File: src/rtl/spi_reg_arbiter.sv
// Arbitrates SPI-slave and local register requests onto a single register-file bus,
// alternating on contention and timing out stalled bus cycles.
module spi_reg_arbiter #(
    parameter int ADDR_W  = 7,
    parameter int DATA_W  = 8,
    parameter int TMO_CYC = 64
) (
    input  logic              clk,
    input  logic              reset_n,
    input  logic              spi_start_flag,
    input  logic              spi_addr_valid,
    input  logic [ADDR_W-1:0] spi_addr,
    input  logic              spi_rw,
    input  logic [DATA_W-1:0] spi_wdata,
    input  logic              spi_wdata_valid,
    output logic [DATA_W-1:0] spi_rdata,
    output logic              spi_rd_en,
    input  logic              loc_req,
    input  logic              loc_we,
    input  logic [ADDR_W-1:0] loc_addr,
    input  logic [DATA_W-1:0] loc_wdata,
    output logic              loc_gnt,
    output logic              loc_rvalid,
    output logic [DATA_W-1:0] loc_rdata,
    output logic              bus_req,
    output logic              bus_we,
    output logic [ADDR_W-1:0] bus_addr,
    output logic [DATA_W-1:0] bus_wdata,
    input  logic              bus_ack,
    input  logic [DATA_W-1:0] bus_rdata,
    output logic              tmo_err
);

    typedef enum logic [1:0] {IDLE, GRANT, WAIT_ACK, DONE} state_t;

    localparam logic [7:0] TMO_LAST = 8'(TMO_CYC - 1);

    state_t            state;
    logic              addr_valid_q;
    logic              wdata_valid_q;
    logic              rd_pend;
    logic              wr_pend;
    logic [ADDR_W-1:0] rd_addr;
    logic [ADDR_W-1:0] wr_addr;
    logic [DATA_W-1:0] wr_data;
    logic              last_spi;
    logic              win_spi;
    logic [7:0]        wait_cnt;

    logic              rd_rise;
    logic              wr_rise;
    logic              spi_any;
    logic              pick_loc;
    logic              bus_end;
    logic [DATA_W-1:0] rsp_data;

    // A write edge coinciding with a read edge is a protocol error; the read wins.
    assign rd_rise  = spi_addr_valid & ~addr_valid_q & spi_rw;
    assign wr_rise  = spi_wdata_valid & ~wdata_valid_q & ~spi_rw & ~rd_rise;
    assign spi_any  = rd_pend | wr_pend;
    assign pick_loc = loc_req & (last_spi | ~spi_any);
    assign bus_end  = bus_ack | (wait_cnt >= TMO_LAST);
    assign rsp_data = bus_ack ? bus_rdata : {DATA_W{1'b1}};

    always_ff @(posedge clk or negedge reset_n) begin
        if (!reset_n) begin
            state         <= IDLE;
            addr_valid_q  <= 1'b0;
            wdata_valid_q <= 1'b0;
            rd_pend       <= 1'b0;
            wr_pend       <= 1'b0;
            rd_addr       <= '0;
            wr_addr       <= '0;
            wr_data       <= '0;
            last_spi      <= 1'b0;
            win_spi       <= 1'b0;
            wait_cnt      <= '0;
            bus_req       <= 1'b0;
            bus_we        <= 1'b0;
            bus_addr      <= '0;
            bus_wdata     <= '0;
            spi_rdata     <= '0;
            spi_rd_en     <= 1'b0;
            loc_gnt       <= 1'b0;
            loc_rvalid    <= 1'b0;
            loc_rdata     <= '0;
            tmo_err       <= 1'b0;
        end else begin
            addr_valid_q  <= spi_addr_valid;
            wdata_valid_q <= spi_wdata_valid;
            loc_gnt       <= 1'b0;
            loc_rvalid    <= 1'b0;
            tmo_err       <= 1'b0;

            // A new SPI transaction discards anything not yet granted.
            if (spi_start_flag) begin
                rd_pend   <= 1'b0;
                wr_pend   <= 1'b0;
                spi_rd_en <= 1'b0;
            end

            case (state)
                IDLE: begin
                    if (loc_req || spi_any) begin
                        state    <= GRANT;
                        wait_cnt <= '0;
                        if (pick_loc) begin
                            last_spi  <= 1'b0;
                            win_spi   <= 1'b0;
                            loc_gnt   <= 1'b1;
                            bus_we    <= loc_we;
                            bus_addr  <= loc_addr;
                            bus_wdata <= loc_wdata;
                        end else if (rd_pend) begin
                            last_spi <= 1'b1;
                            win_spi  <= 1'b1;
                            rd_pend  <= 1'b0;
                            bus_we   <= 1'b0;
                            bus_addr <= rd_addr;
                        end else begin
                            last_spi  <= 1'b1;
                            win_spi   <= 1'b1;
                            wr_pend   <= 1'b0;
                            bus_we    <= 1'b1;
                            bus_addr  <= wr_addr;
                            bus_wdata <= wr_data;
                        end
                    end
                end
                GRANT: begin
                    bus_req <= 1'b1;
                    state   <= WAIT_ACK;
                end
                WAIT_ACK: begin
                    if (bus_end) begin
                        state   <= DONE;
                        bus_req <= 1'b0;
                        tmo_err <= ~bus_ack;
                        if (win_spi) begin
                            if (!bus_we) begin
                                spi_rdata <= rsp_data;
                                spi_rd_en <= 1'b1;
                            end
                        end else begin
                            loc_rvalid <= 1'b1;
                            if (!bus_we) begin
                                loc_rdata <= rsp_data;
                            end
                        end
                    end else if (wait_cnt != 8'hFF) begin
                        wait_cnt <= wait_cnt + 8'd1;
                    end
                end
                default: begin
                    state <= IDLE;
                end
            endcase

            // Captures come last so an edge arriving alongside a grant or start is kept.
            if (rd_rise) begin
                rd_pend <= 1'b1;
                rd_addr <= spi_addr;
            end
            if (wr_rise) begin
                wr_pend <= 1'b1;
                wr_addr <= spi_addr;
                wr_data <= spi_wdata;
            end
        end
    end

endmodule

File: config.mk
export PLATFORM = sky130hd
export DESIGN_NAME = spi_reg_arbiter
export DESIGN_NICKNAME = d
export VERILOG_FILES = /design/src/rtl/spi_reg_arbiter.sv
export SDC_FILE = /design/constraint.sdc
export NUM_CORES = 1
export LEC_CHECK = 0
export BUFFER_PORTS_ARGS = -buffer_cell sky130_fd_sc_hd__buf_2
export CAP_MARGIN = 40
export CORE_ASPECT_RATIO = 1.1
export CORE_MARGIN = 5
export CORE_UTILIZATION = 40
export CTS_BUF_LIST = sky130_fd_sc_hd__clkbuf_8
export DETAILED_ROUTE_END_ITERATION = 12
export MAX_ROUTING_LAYER = met4
export PLACE_DENSITY = 0.6
export SLEW_MARGIN = 10
export SYNTH_ARGS = -nofsm -noshare
export SYNTH_HDL_FRONTEND = slang
export SYNTH_SLANG_ARGS = --single-unit
File: constraint.sdc
create_clock -name clk -period 2.1 [get_ports clk]
set_input_delay 0 -clock clk [delete_from_list [all_inputs] [get_ports clk]]
set_output_delay 0 -clock clk [all_outputs]
set_load 0.005 [all_outputs]
# [Word level (Yosys, flattened, before mapping)]
# Index checks and enable logic that the tools add are counted.
[word_totals] register_bits=74 in_bits=47 out_inout_bits=37 wordCells=100
[op_classes] n_addsub=1 n_lt_le_gt_ge=1 eq_ne=8 n_mux=42 bitwise=17 n_reduce_logical=11
[op_table] op="8-bit two-way mux" n=6
[op_table] op="1-bit two-way mux" n=29
[op_table] op="8-bit one-hot mux with 2 select lines" n=1
[op_table] op="7-bit two-way mux" n=2
[op_table] op="4-bit AND reduction" n=3
[op_table] op="8-bit by 1-bit adder with 8-bit output, second input constant" n=1
[op_table] op="8-bit by 6-bit >= comparator with 1-bit output, second input constant" n=1
[op_table] op="2-bit != test, second input constant" n=4
[op_table] op="8-bit != test, second input constant" n=1
[op_table] op="1-bit NOT" n=8
[op_table] op="1-bit bitwise AND" n=6
[op_table] op="2-bit one-hot mux with 3 select lines" n=1
[op_table] op="2-bit AND reduction" n=3
[op_table] op="2-bit two-way mux" n=2
[op_table] op="2-bit nonzero test" n=2
[op_table] op="1-bit OR" n=3
[op_table] op="3-bit AND reduction" n=1
[op_table] op="2-bit by 1-bit equality test with 1-bit output, second input constant" n=1
[op_table] op="2-bit equality test, second input constant" n=1
[op_table] op="2-bit logical NOT" n=1
[op_table] op="2-bit by 1-bit != test with 1-bit output, second input constant" n=1
[op_table] op="1-bit one-hot mux with 2 select lines" n=1
[op_table] op="1-bit logical OR" n=1

# [Depth between registers and ports, before layout]
# Gate-level depths: netlist (run 1).
[depth] depth_word=8 ltp_mapped=8 depth_no_buf=6

# [Worst setup path before layout (run 1)]
# OpenSTA, ideal clock, no wires.
[synth_path] path_type="register to register" startpoint="register wait_cnt[0]" endpoint="register spi_rdata[0]" setup_time_ns=0.125 arrival_ns=1.672 t_required_ns=1.975 setup_slack_ns=0.303 stages_incl_launch_ff=7 n_path_buf=1 period_less_slack_ns=1.797 cell_sequence="dfrtp_1 ha_1 and2_2 a31oi_4 or3_1 buf_6 mux2_4"
[synth_via] elab_chain_cells=3
[synth_lines] element="start: declaration" line_no="48" text="logic [7:0] wait_cnt;"
[synth_lines] element="start signal: assignment" line_no="151" text="wait_cnt <= wait_cnt + 8'd1;"
[synth_lines] element="8-bit by 6-bit >= comparator with 1-bit output" line_no="62" text="assign bus_end = bus_ack | (wait_cnt >= TMO_LAST);"
[synth_lines] element="1-bit OR" line_no="62"
[synth_lines] element="4-bit AND reduction (no line)"
[synth_lines] element="end signal: assignment" line_no="141" text="spi_rdata <= rsp_data;"
[synth_lines] element="end: declaration" line_no="16" text="output logic [DATA_W-1:0] spi_rdata,"
# Every way passes these cells.
# A chain may end at the register's enable or synchronous reset.

# [Final worst setup path (run 1)]
[layout_path] startpoint="register wait_cnt[0]" endpoint="register wait_cnt[3]"
[layout_via] elab_chain_cells=4 elab_cells_between_ends=10 classes_between="add/sub (1); order compare (1); eq/ne (3); mux (3); bitwise (1); reduce/logical (1)"
[layout_lines] element="8-bit by 1-bit adder with 8-bit output or 8-bit by 6-bit >= comparator with 1-bit output (tied branches)" line_no="151, 62"
[layout_lines] element="8-bit two-way mux or 1-bit OR (tied branches)" line_no="150, 62"
[layout_lines] element="8-bit two-way mux or 2-bit != test (tied branches)"
[layout_lines] element="8-bit one-hot mux with 2 select lines or 4-bit AND reduction (tied branches)"
# Parallel ways exist; a longest one is shown, timed or not. The select of a mux whose other input is x is not followed.

==> results.yml, run 1 <==
sta:
  finalHoldViolCount: 0
  min_period_over_period_pct: 93.9
  fmax_mhz: 507
  rsz0062_at_grt: "no"
  finalSetupTns_ps: 0
  skew_ps: 9.05
  min_period_ps: 1970
  finalSetupViolCount: 0
  maxSlewHeadroom_pct: 70.8
  worst_pin_slew_ps: 436
  finalMaxSlewViolations: 0
synth:
  netlist.top_cell.by_area: "dfrtp_1"
  syn_area_um2: 3330
  async_flop_share_pct: 100
  synth_edf_count: 0
  synth_top_area_share_pct: 55.7
  yosys_most_used_dff: "dfrtp_1"
  syn_nets: 310
  synth_area_leaders: "dfrtp_1 56%, mux2_2 9.8%, mux2_4 7.2%, mux2i_1 4.8%, o21ai_0 1.8%"
  syn_avg_cell_area_um2: 12.8
  yosys_warnings: 0
  synth_seq_cells: 74
  synth_cell_types: 46
  syn_inst: 259
  yosysSeqAreaShare_pct: 55.7
global_routing:
  grt_pass1_vias: 2628
  antenna_found_initial: 0
  grt_max_degree: 44
  grtUsageTotal_pct: 16.2
  grt_pass1_wl_mm: 13.2
  grt_overflow_total: 0
floorplan:
  die_w_um: 96.9
  fp-row-count: 34
  die_h_um: 106
  coreArea_um2: 8000
  boundaryPins: 84
  dieArea_um2: 10200
  initial_core_util_pct: 41.6
setup_path:
  r2r_start: "wait_cnt[0]"
  slowest_delay_ps: 420
  ff2ff_setup_slack_ps: 130
  cp.buffers_inverters: 1
  end_kind: "register"
  crit_family: "compound AO/OA/AOI/OAI gates"
  cp_max_fo: 6
  path_cells: "ha_1, and2_2, a31oi_4, buf_4, nand2_1, a221o_2"
  reg2regPathDepth: 6
  slowest_stage: "dfrtp_1"
  crit_type: "register to register"
  startpoint_type: "register"
  crit_arrival_ps: 2190
  worstPathRequired_ps: 2320
  r2r-end: "wait_cnt[3]"
place:
  dp_cells: 451
  gp_congestion: 0.768
  io_buffers: 83
  dp_hpwl_mm: 5.28
status:
  outcome: "complete, no violations"
clock_network:
  clk_pin_slew_ps: 80
  clk_latency_ps: 340
  htreeDepth: 3
  post_cts_buffers: 0
  cts_buffers: 9
  cts_buffer_depth: 2
  clock-root-buffer: "clkbuf_8"
  cts_sinks: 74
  cts_tree: "yes"
routing:
  drt_iter0_markers: 87
  drt_first_pass_iters: 4
  wire_per_inst_um: 15.0
  via_count: 2429
  antenna_left: 0
  viasPerCell: 4.82
  drc: 0
  drt_wl_total_mm: 7.55
layout:
  diodes: 0
  fin_util_pct: 56.4
  final_common_cell: "buf_2"
  instances_no_fill: 504
  syn_to_final_growth_pct: 35.6
  drive_gt1_share_pct: 42.4
  final_cell_mix: "82 x buf_2, 74 x dfrtp_1, 37 x dlygate4sd3_1"
  fin_nets: 442
power_and_ir_drop:
  power_leakage_uw: 0.00217
  power_density_nw_per_um2: 1120
  vdd_drop_max_uv: 583
hold_path:
  hold_path.class: "input pin to register"
  min_path_cells: 3
  whs_endpoint: "spi_rdata[0]"
  hp-start: "bus_rdata[0]"
job:
  max-cap-violations: 0
## sequential cells by signal (all words and copies together) (netlist names), 2 cells and up
signal     flops
bus_wdata      8
loc_rdata      8
spi_rdata      8
wait_cnt       8
wr_data        8
bus_addr       7
rd_addr        7
wr_addr        7
state          2
## report_power, final
group | internal [uW] | switching (uW)
Combinational | 973 | 850
Sequential | 1890 | 268
Clock | 547 | 538
Total | 3400 | 1660
## cells in the mapped netlist (2+ instances only)
library cell	n
a21oi_1	11
dfrtp_1	74
mux2_2	29
o31ai_1	2
nand3_1	4
inv_1	10
mux2_4	16
buf_6	2
mux2i_1	16
o41ai_1	2
nand2_1	11
ha_1	4
clkbuf_1	4
nor3_1	3
buf_2	4
o21ai_0	12
a211oi_1	2
nor2_1	15
or3_1	2
a22o_1	2
nand2b_1	9
## tightest hold or removal path, cell delays in order
cell and delay (ps):
buf_2 70, nand2b_1 120, mux2_4 140
## layout make-up
cell class              instances  area, um^2
well taps                     108         135
fillers                       718        3490
flip-flops and latches         74        1850
clock buffers                   9         124
multi-input cells             164        1390
inverters                      10        37.5
clock inverters                 7        71.3
repair buffers                132         898
## per-stage QoR
step                setup slack [ps]  total power [uW]  area [um^2]  hold slack (ps)
finish                           129              5060         4510             29.7
global route                    27.6              5430         4510             33.3
CTS                             61.3              5100         4500             8.74
detailed placement              75.8              3950         3930            -22.5
global placement                 136              3880         3910              122
floorplan                        303              3190         3330             -296
## worst max-delay path by stage
stage,startpoint,endpoint,slack (ps),cells past startpoint
6_report,wait_cnt[0],wait_cnt[3],130,6
3_3_place_gp,wait_cnt[0],spi_rdata[1],140,5
3_5_place_dp,wait_cnt[0],spi_rdata[3],80,5
4_1_cts,state[0],spi_rdata[6],60,6
5_1_grt,state[0],wait_cnt[3],30,7
2_1_floorplan,wait_cnt[0],spi_rdata[0],300,6
## routing by layer
metal | GRT usage (%) | vias to the layer above | wire length (um) | share of wire, %
li1 | - | 1187 | - | -
met1 | 20.5 | 1161 | 3540 | 47
met2 | 25.5 | 70 | 3580 | 47
met3 | 4.36 | 11 | 356 | 4.7
met4 | 5.22 | 0 | 70 | 0.93
met5 | - | - | 0 | 0
## kinds of logic after synthesis
logic type / after synthesis / share of synthesized area [%]
flops: 74 / 55.7
mux: 61 / 21.9
simple gates: 54 / 8.43
compound gates: 45 / 9.44
buf+inv: 21 / 3.09
fa+ha+maj: 4 / 1.50
## timing repair
action                     CTS  global route
gates resized for setup      0             2
setup endpoints to repair    0            16
hold buffers                37             0
hold endpoints to repair   120             0
(Power assumes the default switching activity.)
==> run 2, diff against run 1 <==
Settings changed: GPL_TIMING_DRIVEN set to 0.
==> run 2 against run 1 <==
Critical path depth rose by 2. Worst hold slack barely moved. Routed wire length rose by 2.6%. Count of clock-buffer cells in the layout did not move. Global-route usage rose by 0.23 points. Sequential share of layout area fell by 0.43 points.
==> results.yml, run 2 (same netlist as run 1, synthesis figures left out) <==
power_and_ir_drop:
  power_leakage_uw: 0.00218
  power_density_nw_per_um2: 1130
  vdd_drop_max_uv: 467
  power_uw: 5160
setup_path:
  crit_type: "register to register"
  worstPathRequired_ps: 2360
  end_kind: "register"
  slowest_delay_ps: 400
  reg2regPathDepth: 8
  crit_arrival_ps: 2240
  slowest_stage: "dfrtp_1"
  startpoint_type: "register"
  r2r_start: "state[0]"
  crit_family: "buffers and inverters"
  path_cells: "inv_1, ha_2, o31ai_1, clkbuf_2, nor2_4, buf_2, nor2_1, a21oi_1"
  ff2ff_setup_slack_ps: 120
  cp.buffers_inverters: 3
  r2r-end: "bus_wdata[5]"
  cp_max_fo: 10
routing:
  via_count: 2480
  drt_wl_total_mm: 7.75
  wire_per_inst_um: 15.2
  drc: 0
  drt_iter0_markers: 88
  antenna_left: 0
  drt_first_pass_iters: 4
  viasPerCell: 4.87
layout:
  stdcell_area_um2: 4560
  final_cell_mix: "86 x buf_2, 74 x dfrtp_1, 42 x dlygate4sd3_1"
  fin_nets: 447
  instances_no_fill: 509
  final_common_cell: "buf_2"
  fin_util_pct: 57.0
  diodes: 0
  syn_to_final_growth_pct: 37.0
  fillers: 693
  drive_gt1_share_pct: 41.6
clock_network:
  cts_tree: "yes"
  cts_buffer_depth: 2
  cts_sinks: 74
  htreeDepth: 3
  post_cts_buffers: 0
  cts_buffers: 9
  clk_pin_slew_ps: 70
  clk_latency_ps: 350
  clock-root-buffer: "clkbuf_8"
hold_path:
  whs_endpoint: "loc_rdata[7]"
  min_path_cells: 3
  hp-start: "bus_rdata[7]"
  hold_path.class: "input pin to register"
global_routing:
  grt_pass1_wl_mm: 13.3
  antenna_found_initial: 0
  grt_pass1_vias: 2644
  grt_overflow_total: 0
  grt_max_degree: 42
  grtUsageTotal_pct: 16.4
floorplan:
  die_w_um: 96.9
  initial_core_util_pct: 41.6
  fp-row-count: 34
  boundaryPins: 84
  coreArea_um2: 8000
  dieArea_um2: 10200
  die_h_um: 106
place:
  dp_cells: 451
  dp_hpwl_mm: 5.24
  gp_congestion: 0.757
  pre_cts_slack_ps: -177
  place_area_um2: 3900
  io_buffers: 83
status:
  outcome: "complete, no violations"
sta:
  maxSlewHeadroom_pct: 59.3
  rsz0062_at_grt: "no"
  min_period_ps: 1980
  fmax_mhz: 505
  setup_slack_ps: 120
  finalHoldViolCount: 0
  worst_pin_slew_ps: 608
  finalMaxSlewViolations: 0
  skew_ps: 13.8
  min_period_over_period_pct: 94.3
  finalSetupViolCount: 0
job:
  max-cap-violations: 0
==> run 2: cell count changes in the layout (fill, tap and decap cells not counted), sizes merged <==
cell / delta
buf: -4
clkbuf: +4
dlygate4sd3: +5
inv: -1
bufinv: +1
==> run 2: area by class of cell <==
type                    count  area [um^2]  area share [%]
inverters                  10         37.5           0.824
clock inverters             7         93.8            2.06
flip-flops and latches     74         1850            40.6
plain buffers              11         67.6            1.48
clock buffers               9          124            2.72
well taps                 108          135            2.97
repair buffers            126          858            18.8
multi-input cells         164         1390            30.5
==> run 2: metrics by stage <==
step | TNS (ps) | hold WS [ps]
2_1_floorplan | 0 | -296
3_3_place_gp | -462 | 123
5_1_grt | 0 | 22.4
3_5_place_dp | -1150 | -11.2
6_report | 0 | 29.7
4_1_cts | -334 | 1.67
==> run 2: metal layers <==
layer	part of all wire [%]	GRT usage [%]
met5	0	-
met4	0.71	3.81
met1	47	21.6
met2	47	25.5
met3	5.3	4.62
==> run 2: how the worst max path moves through the flow <==
stage / endpoint / cells after the start / from / slack, ps
2_1_floorplan: spi_rdata[0] / 6 / wait_cnt[0] / 300
3_3_place_gp: bus_wdata[5] / 8 / state[0] / -80
3_5_place_dp: bus_wdata[5] / 8 / state[0] / -180
4_1_cts: bus_wdata[5] / 8 / state[0] / -80
5_1_grt: wait_cnt[3] / 4 / wr_pend / 8
6_report: bus_wdata[5] / 8 / state[0] / 120
==> run 2: what timing repair did <==
item | CTS | global route
hold buffers | 42 | 0
setup endpoints to repair | 13 | 31
hold endpoints to repair | 120 | 0
resized for setup | 1 | 9
==> run 2: power by group <==
part	internal [uW]	switching [uW]
Sequential	1890	256
Combinational	935	875
Clock	666	543
Total	3490	1670
==> run 2: worst reg2reg max path: stages, from the launching register on <==
cell and delay [ps]:
dfrtp_1 400, inv_1 110, ha_2 260, o31ai_1 140, clkbuf_2 260, nor2_4 260, buf_2 260, nor2_1 60
a21oi_1 150
